<file path="src/rtl/pc_fetch.sv">
// pc_fetch: instruction-fetch front end of the MIPS pipeline.
//
// Generates the program counter, runs a single-outstanding req/ack
// transaction with instruction memory, and buffers up to two returned words
// (head + skid). The head is presented to the IF/ID register. Branches from
// ID redirect with delay-slot semantics; flushes redirect and empty the queue.
//
// Ports:
//   clk, rst                 clock, synchronous active-high reset
//   i_stall                  IF/ID hold from ctrl (0 = IF/ID captures head)
//   i_branch, i_branch_pc    taken-branch redirect from ID (ignored while stalled)
//   i_flush, i_flush_pc      exception/flush redirect (beats branch, ignores stall)
//   o_imem_req, o_imem_addr  memory transaction active / word address
//   i_imem_ack, i_imem_rdata one-cycle transaction end / instruction word
//   o_if_pc, o_if_inst       head entry (0 / NOP when empty)
//   o_if_valid, o_stallreq   head present / request a pipeline stall
module pc_fetch #(
    parameter logic [31:0] RESET_PC = 32'h0000_0000
) (
    input  logic        clk,
    input  logic        rst,
    input  logic        i_stall,
    input  logic        i_branch,
    input  logic [31:0] i_branch_pc,
    input  logic        i_flush,
    input  logic [31:0] i_flush_pc,
    output logic        o_imem_req,
    output logic [31:0] o_imem_addr,
    input  logic        i_imem_ack,
    input  logic [31:0] i_imem_rdata,
    output logic [31:0] o_if_pc,
    output logic [31:0] o_if_inst,
    output logic        o_if_valid,
    output logic        o_stallreq
);

    logic [31:0] fetchPc_q, fetchPc_d;
    logic        req_q, req_d;
    logic [31:0] addr_q, addr_d;
    logic        drop_q, drop_d;

    logic        headValid_q, headValid_d;
    logic [31:0] headPc_q, headPc_d;
    logic [31:0] headInst_q, headInst_d;
    logic        skidValid_q, skidValid_d;
    logic [31:0] skidPc_q, skidPc_d;
    logic [31:0] skidInst_q, skidInst_d;

    logic        consume;
    logic        takeBranch;
    logic        redirect;
    logic        ack;
    logic        capture;
    logic        issue;
    logic [31:0] redirectPc;
    logic [31:0] basePc;
    logic [1:0]  occAfter;

    always_comb begin
        consume    = headValid_q && !i_stall && !i_flush;
        takeBranch = i_branch && !i_stall && !i_flush;
        redirect   = i_flush || takeBranch;
        // Acks outside a transaction (e.g. one left over from before reset)
        // carry no meaning and are ignored.
        ack        = req_q && i_imem_ack;
        capture    = ack && !drop_q && !redirect;
        redirectPc = (i_flush ? i_flush_pc : i_branch_pc) & ~32'h3;
        basePc     = redirect ? redirectPc : fetchPc_q;
    end

    // Queue update. A redirect empties the queue; on a branch the head being
    // consumed is the delay slot, everything younger is wrong-path. A capture
    // can never land on a full queue because a transaction is only issued
    // when at most one entry will remain.
    always_comb begin
        headValid_d = headValid_q;
        headPc_d    = headPc_q;
        headInst_d  = headInst_q;
        skidValid_d = skidValid_q;
        skidPc_d    = skidPc_q;
        skidInst_d  = skidInst_q;

        if (redirect) begin
            headValid_d = 1'b0;
            skidValid_d = 1'b0;
        end else begin
            if (consume) begin
                headValid_d = skidValid_q;
                headPc_d    = skidPc_q;
                headInst_d  = skidInst_q;
                skidValid_d = 1'b0;
            end
            if (capture) begin
                if (!headValid_d) begin
                    headValid_d = 1'b1;
                    headPc_d    = addr_q;
                    headInst_d  = i_imem_rdata;
                end else begin
                    skidValid_d = 1'b1;
                    skidPc_d    = addr_q;
                    skidInst_d  = i_imem_rdata;
                end
            end
        end
    end

    // Transaction control. Only one transaction is ever outstanding; when a
    // redirect hits one that is still waiting, it runs to completion with
    // drop set so its data is thrown away.
    always_comb begin
        occAfter  = {1'b0, headValid_d} + {1'b0, skidValid_d};
        issue     = (!req_q || ack) && (occAfter <= 2'd1);

        addr_d    = addr_q;
        req_d     = req_q && !ack;
        fetchPc_d = basePc;
        if (issue) begin
            addr_d    = basePc;
            req_d     = 1'b1;
            fetchPc_d = basePc + 32'd4;
        end

        drop_d = drop_q;
        if (req_q && !ack && redirect) begin
            drop_d = 1'b1;
        end else if (ack) begin
            drop_d = 1'b0;
        end
    end

    always_ff @(posedge clk) begin
        if (rst) begin
            fetchPc_q   <= RESET_PC & ~32'h3;
            req_q       <= 1'b0;
            addr_q      <= 32'h0;
            drop_q      <= 1'b0;
            headValid_q <= 1'b0;
            headPc_q    <= 32'h0;
            headInst_q  <= 32'h0;
            skidValid_q <= 1'b0;
            skidPc_q    <= 32'h0;
            skidInst_q  <= 32'h0;
        end else begin
            fetchPc_q   <= fetchPc_d;
            req_q       <= req_d;
            addr_q      <= addr_d;
            drop_q      <= drop_d;
            headValid_q <= headValid_d;
            headPc_q    <= headPc_d;
            headInst_q  <= headInst_d;
            skidValid_q <= skidValid_d;
            skidPc_q    <= skidPc_d;
            skidInst_q  <= skidInst_d;
        end
    end

    always_comb begin
        o_imem_req  = req_q;
        o_imem_addr = addr_q;
        o_if_valid  = headValid_q;
        o_stallreq  = !headValid_q;
        o_if_pc     = headValid_q ? headPc_q : 32'h0;
        o_if_inst   = headValid_q ? headInst_q : 32'h0;
    end

endmodule

</file>
<file path="config.mk">
export PLATFORM = sky130hd
export DESIGN_NAME = pc_fetch
export DESIGN_NICKNAME = d
export VERILOG_FILES = /design/src/rtl/pc_fetch.sv
export SDC_FILE = /design/constraint.sdc
export NUM_CORES = 1
export LEC_CHECK = 0
export ABC_AREA = 1
export ABC_CLOCK_PERIOD_IN_PS = 4700
export CAP_MARGIN = 20
export CORE_AREA = 2 2 152 184
export DETAILED_ROUTE_END_ITERATION = 8
export DIE_AREA = 0 0 154 186
export PLACE_DENSITY = 0.6
export SYNTH_ARGS = -nofsm -noshare
export SYNTH_HDL_FRONTEND = slang
export SYNTH_SLANG_ARGS = --single-unit
export TNS_END_PERCENT = 100
</file>
<file path="constraint.sdc">
create_clock -name clk -period 4.7 [get_ports clk]
set_clock_uncertainty 0.1 [all_clocks]
set_input_delay 0.47 -clock clk [delete_from_list [all_inputs] [get_ports clk]]
set_output_delay 0.47 -clock clk [all_outputs]
set_load 0.005 [all_outputs]
</file>
# ---- Word-level counts from Yosys, hierarchy flattened
# Index checks and enable logic that the tools add are counted.
dict set report word_totals {
  inputBits 102
  out_inout_bits 99
  regBits 196
  wordCells 57
}
dict set report classes {
  bitwise 1
  reduce_logical 21
  muxes 22
  n_addsub 2
  n_lt_le_gt_ge 1
}
# op n
set op_table {}
lappend op_table {{32-bit 2-to-1 mux} 11}
lappend op_table {{32-bit by 3-bit adder with 32-bit output (second input constant)} 1}
lappend op_table {{1-bit 2-to-1 mux} 11}
lappend op_table {{1-bit logical AND} 10}
lappend op_table {{1-bit zero test} 7}
lappend op_table {{3-bit AND reduction} 1}
lappend op_table {{1-bit by 1-bit adder with 2-bit output} 1}
lappend op_table {{2-bit by 1-bit less-or-equal comparator with 1-bit output (second input constant)} 1}
lappend op_table {{1-bit logical OR} 2}
lappend op_table {{2-bit nonzero test} 1}
lappend op_table {{1-bit inverter} 1}

# ---- Depth between registers and ports, before layout
# Gate-level depths: netlist (run 1).
dict set report depth {
  word_depth 12
  depth_mapped 16
  depth_no_buf 14
}

# ---- Worst setup path before layout (run 1)
# No wires, ideal clock.
dict set report synth_path {
  path_kind {input to register}
  start {input i_stall}
  end {register fetchPc_q[26]}
  stages 16
  slack_ns 2.437
  t_required_ns 4.485
  n_path_buf 3
  setup_time_ns 0.115
  arrival_time_ns 2.048
  cell_sequence {inv_2 nand2_2 nand2_2 buf_6 buf_6 nand2_1 nand2_2 ha_1 nand3_2 nor2_2 nand3_1 nor2_1 buf_4 nand3_1 nand2_1 nor2_1}
}
dict set report synth_between {
  elab_cells_between_ends 22
  classes_between {2 x add/sub; 1 x order compare; 10 x mux; 9 x reduce/logical}
}
# element line
set synth_lines {}
lappend synth_lines {{start, declared} 22} ;# input logic i_stall,
lappend synth_lines {{1-bit zero test} 61} ;# takeBranch = i_branch && !i_stall && !i_flush;
lappend synth_lines {{1-bit logical AND (2 in series)} 61}
lappend synth_lines {{1-bit logical OR} 62} ;# redirect = i_flush || takeBranch;
lappend synth_lines {{32-bit 2-to-1 mux} 68} ;# basePc = redirect ? redirectPc : fetchPc_q;
lappend synth_lines {{net basePc[2]} 56} ;# logic [31:0] basePc;
lappend synth_lines {{32-bit by 3-bit adder with 32-bit output} 120} ;# fetchPc_d = basePc + 32'd4;
lappend synth_lines {{32-bit 2-to-1 mux} 117} ;# if (issue) begin
lappend synth_lines {{end signal, assigned} 133} ;# fetchPc_q <= RESET_PC & ~32'h3;
lappend synth_lines {{end signal, assigned} 144} ;# fetchPc_q <= fetchPc_d;
lappend synth_lines {{end, declared} 37} ;# logic [31:0] fetchPc_q, fetchPc_d;
# The timed path passes the listed nets, and every way through them passes these cells. The select of a mux whose other input is x is not followed.
# A chain may end at the register's enable or synchronous reset.

# ---- Worst setup path in the final report (run 1)
dict set report layout_path {
  start {input i_stall}
  end {register headInst_q[7]}
}
dict set report layout_between {
  elab_chain_cells 7
  elab_cells_between_ends 13
  classes_between {5 x mux; 8 x reduce/logical}
}
# element line
set layout_lines {}
lappend layout_lines {{1-bit zero test *} {60, 61}}
lappend layout_lines {{1-bit logical AND (on tied branches) (2 in series)} {60, 61}}
lappend layout_lines {{1-bit 2-to-1 mux or 1-bit logical OR (tied branches)} {87, 62}}
lappend layout_lines {{1-bit 2-to-1 mux or 1-bit zero test (tied branches)} {83, 66}}
lappend layout_lines {{32-bit 2-to-1 mux or 1-bit logical AND (tied branches)} {94, 66}}
lappend layout_lines {{32-bit 2-to-1 mux} 93} ;# if (capture) begin
lappend layout_lines {{end signal, assigned} 150} ;# headInst_q <= headInst_d;
lappend layout_lines {{end, declared} 44} ;# logic [31:0] headInst_q, headInst_d;
# Mark *: on every way between the ends. The rest lies on a longest branch, timed or not. The select of a mux whose other input is x is not followed.

==> impl_metrics.csv, run 1 <==
group,metric,value,unit
clock_network,clock_sink_count,196,
global_routing,grt_util_met2,33.3,%
drt,drt_iter0_markers,544,
run_status,outcome,"finished clean",
finish,drive_gt1_share,5.13,%
yosys,synth_compound_area_share,15.3,%
clock_network,cts_setup_buffers,0,
floorplan,die-area,0.0286,sq mm
setup_path,worstSetupEndpointType,"flop",
setup_path,crit_fanout,126,
global_routing,use_met3,2.86,%
yosys,syn_avg_cell_area,6.74,sq um
yosys,synthMuxAreaShare,0,%
yosys,syn_nets,1479,
floorplan,dieWidth,154,um
place,numPortBuffers,196,
finish,layout.nets,1609,
clock_network,postCtsHoldBufs,0,
drt,wirelength,27100,um
pwr,finalPower,3.73,mW
floorplan,ios,201,
global_routing,grt_pass1_vias,8519,
timing,rsz0062_at_grt,"no",
clock_network,cts_max_level,4,
setup_path,crit_required,4.92,ns
timing,hold_viol,0,
finish,num_antenna_cells,0,
yosys,synth_cells,1376,
clock_network,cts_tree,"yes",
pwr,p_per_area,313,mW/mm^2
drt,via_per_inst,4.89,
yosys,ys_seq_elements,196,
finish,syn_to_final_growth,28.9,%
global_routing,use_met1,23.7,%
floorplan,fp-row-count,66,
floorplan,core-area,0.0268,sq mm
yosys,synth_xor_xnor_area_share,0.0945,%
global_routing,overflow,0,
drt,first_pass_iters,5,
clock_network,cts_resized,0,
setup_path,slowest_delay,0.66,ns
clock_network,cts_root_buf,"clkbuf_16",
global_routing,track_usage,18.9,%
timing,setup-tns-final,0,ns
finish,finalCoreUtilization,44.5,%
clock_network,clock_latency,0.43,ns
worst_hold_path,holdCritPathClass,"reg -> reg",
timing,max_freq,0.294,GHz
setup_path,arrival,3.62,ns
clock_network,cts.path.max_buffers,2,
yosys,synthSimpleGateAreaFrac,32.6,%
place,place_hpwl,17100,um
setup_path,crit_slowest_cell,"buf_4",
floorplan,start_util,34.5,%
timing,tightest_slew,0.983,ns
yosys,ys_seq_area_share,42.3,%
place,gp_congestion,0.842,
clock_network,cts_made_buffers,17,
pwr,peakVddDrop,0.193,mV
timing,whs,0.355,ns
clock_network,path_clk_slew,0.07,ns
setup_path,crit_top_cell,"nand2_2",
drt,num_vias,9096,
drt,ant_nets,0,
global_routing,busiest_layer,"met2",
timing,finalMaxSlewViolations,0,
timing,period_share,72.3,%
global_routing,grt_pass1_wl,43900,um
global_routing,antenna_found_initial,0,
drt,wl_per_cell,14.6,um
setup_path,worstPathCellList,"clkdlybuf4s50_1 > inv_2 > nand2_2 > nand2_2 > nor2_4 > buf_4 > nand2_2 > a21oi_4 > buf_12 > nor2_1 > a311oi_1",
pwr,leakage,4.82,nW
timing,timing.slew.headroom,34.5,%
flow_run,cap_violations,0,
yosys,netlist-cell-type-count,34,
drt,drc,0,
yosys,synthAdderAreaFrac,0.135,%
timing,finalCriticalPeriod,3.40,ns
yosys,synth_area,0.00927,sq mm
timing,setup_viol,0,
floorplan,die_h,186,um
setup_path,cp-start-kind,"primary input",
yosys,synth_top_family_by_area,"simple AND/OR/NAND/NOR gates",
setup_path,criticalPathCategory,"in -> reg",
yosys,yosys_warnings,0,
global_routing,grt_max_degree,127,
metal layers:
metal  wire, um  vias to the layer above
li1           -                     4734
met4        501                        0
met5          0                        -
met2      13100                      228
met1      12300                     4109
met3       1190                       25
cell usage after synthesis, drive strengths merged:
library cell	n	area share, %
a311oi	63	6.0
ha	1	0.13
clkbuf	52	2.1
nand4	5	0.34
a21oi	38	2.2
a31oi	13	0.88
and3	1	0.068
o21ai	110	5.9
nor3b	1	0.081
buf	48	3.1
nor3	8	0.49
nand2	360	15
a221oi	1	0.095
nand3	105	5.8
inv	104	4.2
o211ai	2	0.16
nor2	265	11
or2	1	0.068
a211oi	1	0.081
xor2	1	0.095
dfxtp	196	42
registers in the layout, summed over array words and instances (netlist names), 32 cells and up:
name / flops
skidInst_q: 32
o_imem_addr: 32
skidPc_q: 32
fetchPc_q: 32
headInst_q: 32
headPc_q: 32
metrics by stage:
stage | cell area, sq um | setup slack [ns] | std cells
global route | 11900 | 1.03 | 1859
floorplan | 9270 | 2.44 | 1376
detailed placement | 11300 | 0.869 | 1826
CTS | 11900 | 1.33 | 1858
global placement | 11300 | 0.914 | 1826
finish | 11900 | 1.30 | 1859
final timing paths:
path	end	slack, ns	cells past startpoint	startpoint
min	fetchPc_q[1]	0.36	2	fetchPc_q[1]
max	headInst_q[7]	1.30	11	i_stall
min reg2reg	fetchPc_q[1]	0.36	2	fetchPc_q[1]
max reg2reg	skidPc_q[26]	1.72	7	o_if_valid
placed cells by master (no fill, tap or decap), types with 4 or more instances in the layout:
cell type / instances
a311oi_1: 63
nor3_1: 7
a21oi_1: 36
nand2_1: 353
dfxtp_1: 195
nand2_2: 7
nand4_1: 5
nand3_1: 102
inv_6: 4
inv_2: 4
clkbuf_16: 17
buf_4: 13
nor2_2: 7
a31oi_1: 13
inv_1: 99
o21ai_0: 108
nor2_1: 255
clkdlybuf4s50_1: 195
area by class of cell:
cell class              instances  area, sq um
well taps                     340          425
clock buffers                  18          439
multi-input cells             976         4480
flip-flops and latches        196         3930
clock inverters                14          191
inverters                     104          392
fillers                      2812        14900
repair buffers                211         2090
report_power, final:
part	internal [mW]	switching [mW]	total, mW
combinational	0.189	0.240	0.429
clock	0.870	0.676	1.55
sequential	1.72	0.0432	1.76
total	2.78	0.959	3.73
worst max-delay path, delay by kind of cell:
kind	cells	cell delay (ns)
AO/OA/AOI/OAI	2	0.41
buffers and inverters	4	1.63
AND/OR/NAND/NOR	5	1.02
cell families (layout without fill, tap and decap cells):
logic type / Yosys count / in the layout
and+or+nand+nor: 746 / 746
AOI/OAI and AO/OA: 228 / 228
buffers and inverters: 204 / 347
DFF: 196 / 196
adders and majority gates: 1 / 1
xor gates and xnor gates: 1 / 1
Power figures use the tool's default switching activity.
==> run 2, diff against run 1 <==
Settings changed: ABC_CLOCK_PERIOD_IN_PS 4700 to 3000, PLACE_DENSITY 0.6 to 0.62.
Clock period 4.7 ns to 3 ns, I/O delays scaled along.
==> run 2 against run 1 <==
Compared with the run above:
- core utilization increased by 0.71 points
- non-clock buffer count increased by 20
- design area increased by 1.6%
- setup slack got worse by 0.81 ns
- worst hold slack got worse by 0.0033 ns
- highest routed layer unchanged
==> impl_metrics.csv, run 2 (same netlist as run 1, synthesis figures left out) <==
group,metric,value,unit
run_status,outcome,"finished clean",
setup_path,crit_buf_inv,3,
global_routing,antenna_found_initial,0,
setup_path,worstSetupEndpointType,"output pin",
timing,rsz0062_at_grt,"no",
drt,first_pass_iters,5,
flow_run,cap_violations,0,
clock_network,clock_sink_count,196,
timing,tightest_slew,0.903,ns
pwr,switching_share,25.2,%
drt,num_vias,9152,
drt,wl_per_cell,14.1,um
setup_path,crit_end,"o_if_inst[12]",
setup_path,crit_path_start,"o_if_valid",
pwr,combPwrFrac,11.8,%
worst_hold_path,holdCritPathClass,"reg -> reg",
floorplan,ios,201,
timing,timing.slew.headroom,39.8,%
global_routing,grt_pass1_vias,8354,
clock_network,cts_setup_buffers,0,
floorplan,core-area,0.0268,sq mm
finish,final_cell_mix,"nand2_1 (353), nor2_1 (255), dfxtp_1 (195), clkdlybuf4s50_1 (195), o21ai_0 (108)",
floorplan,die_h,186,um
timing,setup-tns-final,0,ns
setup_path,criticalPathCategory,"reg -> out",
clock_network,cts_tree,"yes",
pwr,leakage,4.93,nW
global_routing,grt_max_degree,76,
drt,drc,0,
finish,final_common_cell,"nand2_1",
timing,finalMaxSlewViolations,0,
timing,hold_viol,0,
timing,setup_viol,0,
timing,period_share,83.6,%
drt,via_per_inst,4.87,
drt,drt_iter0_markers,482,
setup_path,cp-start-kind,"flop",
pwr,finalPower,5.84,mW
place,place_hpwl,17900,um
setup_path,reg2reg_slack,0.64,ns
finish,syn_to_final_growth,31.0,%
setup_path,arrival,2.11,ns
timing,layout_setup_ws,0.492,ns
finish,drive_gt1_share,6.24,%
pwr,p_per_area,481,mW/mm^2
setup_path,critPathTopFamily,"buffers and inverters",
pwr,p_seq_share,47.3,%
timing,finalCriticalPeriod,2.51,ns
place,numPortBuffers,196,
timing,max_freq,0.399,GHz
floorplan,fp-row-count,66,
pwr,peakVddDrop,0.328,mV
setup_path,crit_required,2.60,ns
global_routing,grt_pass1_wl,42600,um
floorplan,start_util,34.5,%
setup_path,cp.depth,4,
pwr,p_int,4.37,mW
setup_path,rr_worst_depth,7,
setup_path,slowest_delay,0.62,ns
setup_path,r2r_start,"o_if_valid",
setup_path,crit_fanout,29,
place,pre_cts_ws,0.148,ns
drt,ant_nets,0,
floorplan,die-area,0.0286,sq mm
floorplan,dieWidth,154,um
drt,wirelength,26500,um
setup_path,reg2reg_to,"skidPc_q[26]",
clock_network,cts_root_buf,"clkbuf_16",
clock_network,postCtsHoldBufs,0,
clock_network,clock_latency,0.43,ns
clock_network,path_clk_slew,0.07,ns
clock_network,cts_max_level,4,
finish,num_antenna_cells,0,
global_routing,track_usage,18.4,%
clock_network,cts.path.max_buffers,2,
global_routing,overflow,0,
place,gp_congestion,0.883,
clock_network,cts_made_buffers,17,
pwr,clock_power_share,40.9,%
pwr,p_sw,1.47,mW
setup_path,crit_slowest_cell,"dfxtp_2",
clock_network,cts_resized,0,
setup_path,worstPathCellList,"buf_4 > nand2_1 > inv_1 > clkdlybuf4s50_1",
finish,layout.nets,1629,
run 2: changes by cell type in the layout (fill, tap and decap cells not counted):
cell,delta
buf_12,+5
clkbuf_1,+2
clkinv_8,-1
inv_8,-1
buf_4,+15
inv_6,-2
clkinv_2,+1
clkinv_4,-2
clkbuf_8,+1
clkinvlp_4,+2
run 2: final cells by class:
class | count | area [sq um]
fill | 2823 | 14700
multi-input combinational | 976 | 4480
sequential | 196 | 3930
timing repair buffer | 231 | 2310
clock buffer | 21 | 460
tap | 340 | 425
inverter | 104 | 392
clock inverter | 11 | 149
run 2: worst min path at each step:
stage,from,end,slack [ns],cells after the start
final,fetchPc_q[0],fetchPc_q[0],0.35,2
after global routing,fetchPc_q[0],fetchPc_q[0],0.39,2
after CTS,fetchPc_q[0],fetchPc_q[0],0.36,2
after detailed placement,fetchPc_q[0],fetchPc_q[0],0.34,2
after global placement,fetchPc_q[1],fetchPc_q[1],0.34,2
after floorplan,fetchPc_q[0],fetchPc_q[0],0.32,2
run 2: power groups by stage:
stage          combinational [mW]  sequential [mW]  clock (mW)
6_report                    0.690             2.76        2.39
5_1_grt                     0.770             2.77        2.55
4_1_cts                     0.694             2.76        2.44
3_5_place_dp                0.691             2.82           0
3_3_place_gp                0.684             2.82           0
2_1_floorplan               0.372             2.79           0
run 2: stage by stage:
| step | cell area (sq um) | hold WS [ns] | cells | util [%] |
|---|---|---|---|---|
| 2_1_floorplan | 9270 | 0.325 | 1376 | - |
| 3_3_place_gp | 11500 | 0.343 | 1847 | 43.0 |
| 3_5_place_dp | 11500 | 0.343 | 1847 | 43.0 |
| 4_1_cts | 12100 | 0.357 | 1879 | 45.2 |
| 5_1_grt | 12100 | 0.386 | 1879 | 45.2 |
| 6_report | 12100 | 0.352 | 1879 | 45.2 |
run 2: worst min-delay path, stage by stage (launching register included):
cell and delay, ns:
dfxtp_1 0.30, nand2_1 0.07, nor2_1 0.04
run 2: per-layer routing:
metal | vias to the layer above | wire, um | GRT usage (%)
met5 | - | 0 | 0
met2 | 239 | 12500 | 31.6
met1 | 4121 | 12400 | 24.0
met3 | 27 | 1170 | 2.79
li1 | 4765 | - | -
met4 | 0 | 399 | 5.46
==> run 3, diff against run 2 <==
Settings changed: ABC_CLOCK_PERIOD_IN_PS 3000 to 2200.
Clock period 3 ns to 2.2 ns, I/O delays scaled along.
==> run 3 against run 2 <==
Compared with the run above:
- power grew 41%
- sequential share of layout area fell by 2.2 points
- highest routed layer unchanged
- sequential power up 37%
- clock power is 39% higher
- largest cell class unchanged
==> impl_metrics.csv, run 3 (same netlist as run 1, synthesis figures left out) <==
group,metric,value,unit
timing,whs,0.327,ns
clock_network,cts_made_buffers,17,
floorplan,die_h,186,um
setup_path,worstSetupEndpointType,"output pin",
floorplan,fp-row-count,66,
global_routing,grt_pass1_vias,8919,
drt,drt_iter0_markers,452,
finish,fillers,2693,
finish,drive_gt1_share,12.2,%
clock_network,cts_max_level,4,
global_routing,grt_pass1_wl,44200,um
drt,first_pass_iters,5,
drt,wl_per_cell,13.7,um
timing,setup_viol,0,
setup_path,crit_required,1.88,ns
setup_path,crit_path_start,"o_if_valid",
clock_network,cts.path.max_buffers,2,
finish,finalNonFillerCells,1977,
floorplan,ios,201,
clock_network,path_clk_slew,0.07,ns
global_routing,antenna_found_initial,0,
timing,timing.slew.headroom,40.3,%
clock_network,clock_latency,0.43,ns
setup_path,r2r_start,"o_imem_req",
setup_path,critPathTopFamily,"buffers and inverters",
setup_path,criticalPathCategory,"reg -> out",
setup_path,cp-start-kind,"flop",
timing,layout_setup_ws,0.0821,ns
setup_path,slowest_delay,0.52,ns
finish,final_common_cell,"nand2_1",
pwr,leakage,5.44,nW
drt,num_vias,9511,
clock_network,cts_root_buf,"clkbuf_16",
setup_path,arrival,1.80,ns
timing,tightest_slew,0.895,ns
finish,multi_input_area,0.00451,sq mm
clock_network,clock_sink_count,196,
floorplan,start_util,34.5,%
place,gp_congestion,0.896,
floorplan,die-area,0.0286,sq mm
finish,num_antenna_cells,0,
finish,seq_area,0.00393,sq mm
timing,max_freq,0.472,GHz
drt,via_per_inst,4.81,
setup_path,crit_slowest_cell,"clkdlybuf4s50_1",
timing,finalMaxSlewViolations,0,
global_routing,overflow,0,
floorplan,core-area,0.0268,sq mm
clock_network,cts_setup_buffers,0,
setup_path,crit_buf_inv,3,
flow_run,cap_violations,0,
setup_path,crit_fanout,19,
timing,finalCriticalPeriod,2.12,ns
setup_path,worstPathCellList,"buf_4 > nand2_1 > inv_1 > clkdlybuf4s50_1",
clock_network,cts_tree,"yes",
run_status,outcome,"finished clean",
place,pre_cts_ws,-0.326,ns
finish,syn_to_final_growth,40.6,%
place,numPortBuffers,196,
finish,final_cell_mix,"nand2_1 (353), nor2_1 (251), dfxtp_1 (195), clkdlybuf4s50_1 (195), buf_4 (116)",
timing,period_share,96.3,%
clock_network,postCtsHoldBufs,0,
global_routing,grt_max_degree,76,
pwr,peakVddDrop,0.452,mV
finish,layout.nets,1727,
finish,finalCoreUtilization,48.6,%
worst_hold_path,holdCritPathClass,"in -> reg",
floorplan,dieWidth,154,um
place,place_hpwl,19500,um
global_routing,track_usage,19.0,%
place,dp.cells,1946,
worst_hold_path,hold_start,"i_imem_rdata[3]",
drt,wirelength,27100,um
pwr,p_per_area,631,mW/mm^2
timing,hold_viol,0,
drt,ant_nets,0,
drt,drc,0,
==> run 3: cell count changes in the layout (fill, tap and decap cells not counted), moves of 2 or more <==
cell / delta
nor2_2: +3
buf_6: +2
buf_4: +88
buf_12: +8
inv_8: +2
nor2_1: -4
clkbuf_8: -2
==> run 3: per-stage QoR <==
step	cell area [sq um]	power [mW]	setup TNS, ns
global route	13000	8.58	-0.0156
detailed placement	12400	4.96	-39.41
finish	13000	8.22	0
floorplan	9270	4.32	0
CTS	13000	8.30	0
global placement	12400	4.95	-32.52
==> run 3: worst min-delay path: cells and delay by family <==
| family | cells | cell delay (ns) |
|---|---|---|
| AND/OR/NAND/NOR | 1 | 0.09 |
| buffers and inverters | 1 | 0.42 |
| AO/OA/AOI/OAI | 1 | 0.08 |
==> run 3: metal layers <==
metal / vias up / track usage (%) / share of wire [%]
li1: 4967 / - / -
met5: - / 0 / 0
met2: 197 / 33.9 / 48
met1: 4311 / 23.5 / 46
met4: 0 / 6.17 / 2.2
met3: 36 / 2.79 / 3.6
==> run 3: path summary, 6_finish.rpt <==
path	to	slack, ns	cells past startpoint
max reg2reg	headInst_q[1]	0.25	9
min	headInst_q[3]	0.33	3
max	o_if_pc[26]	0.08	4
min reg2reg	fetchPc_q[0]	0.35	2
==> run 3: report_power, final <==
part           switching [mW]  internal [mW]  total [mW]
clock                    1.41           1.92        3.33
sequential              0.101           3.67        3.77
combinational           0.549          0.568        1.12
total                    2.06           6.16        8.22
==> run 3: final cells by class <==
type | count | share of cell area [%]
Clock buffer | 18 | 3.29
Clock inverter | 14 | 1.55
Sequential cell | 196 | 30.1
Tap cell | 340 | 3.26
Inverter | 104 | 3.01
Timing Repair Buffer | 329 | 24.2
Multi-Input combinational cell | 976 | 34.6
==> run 3: repair_timing <==
action	in CTS	in global routing
resized for setup	0	9
setup endpoints to repair	1	7
pin swaps	0	0
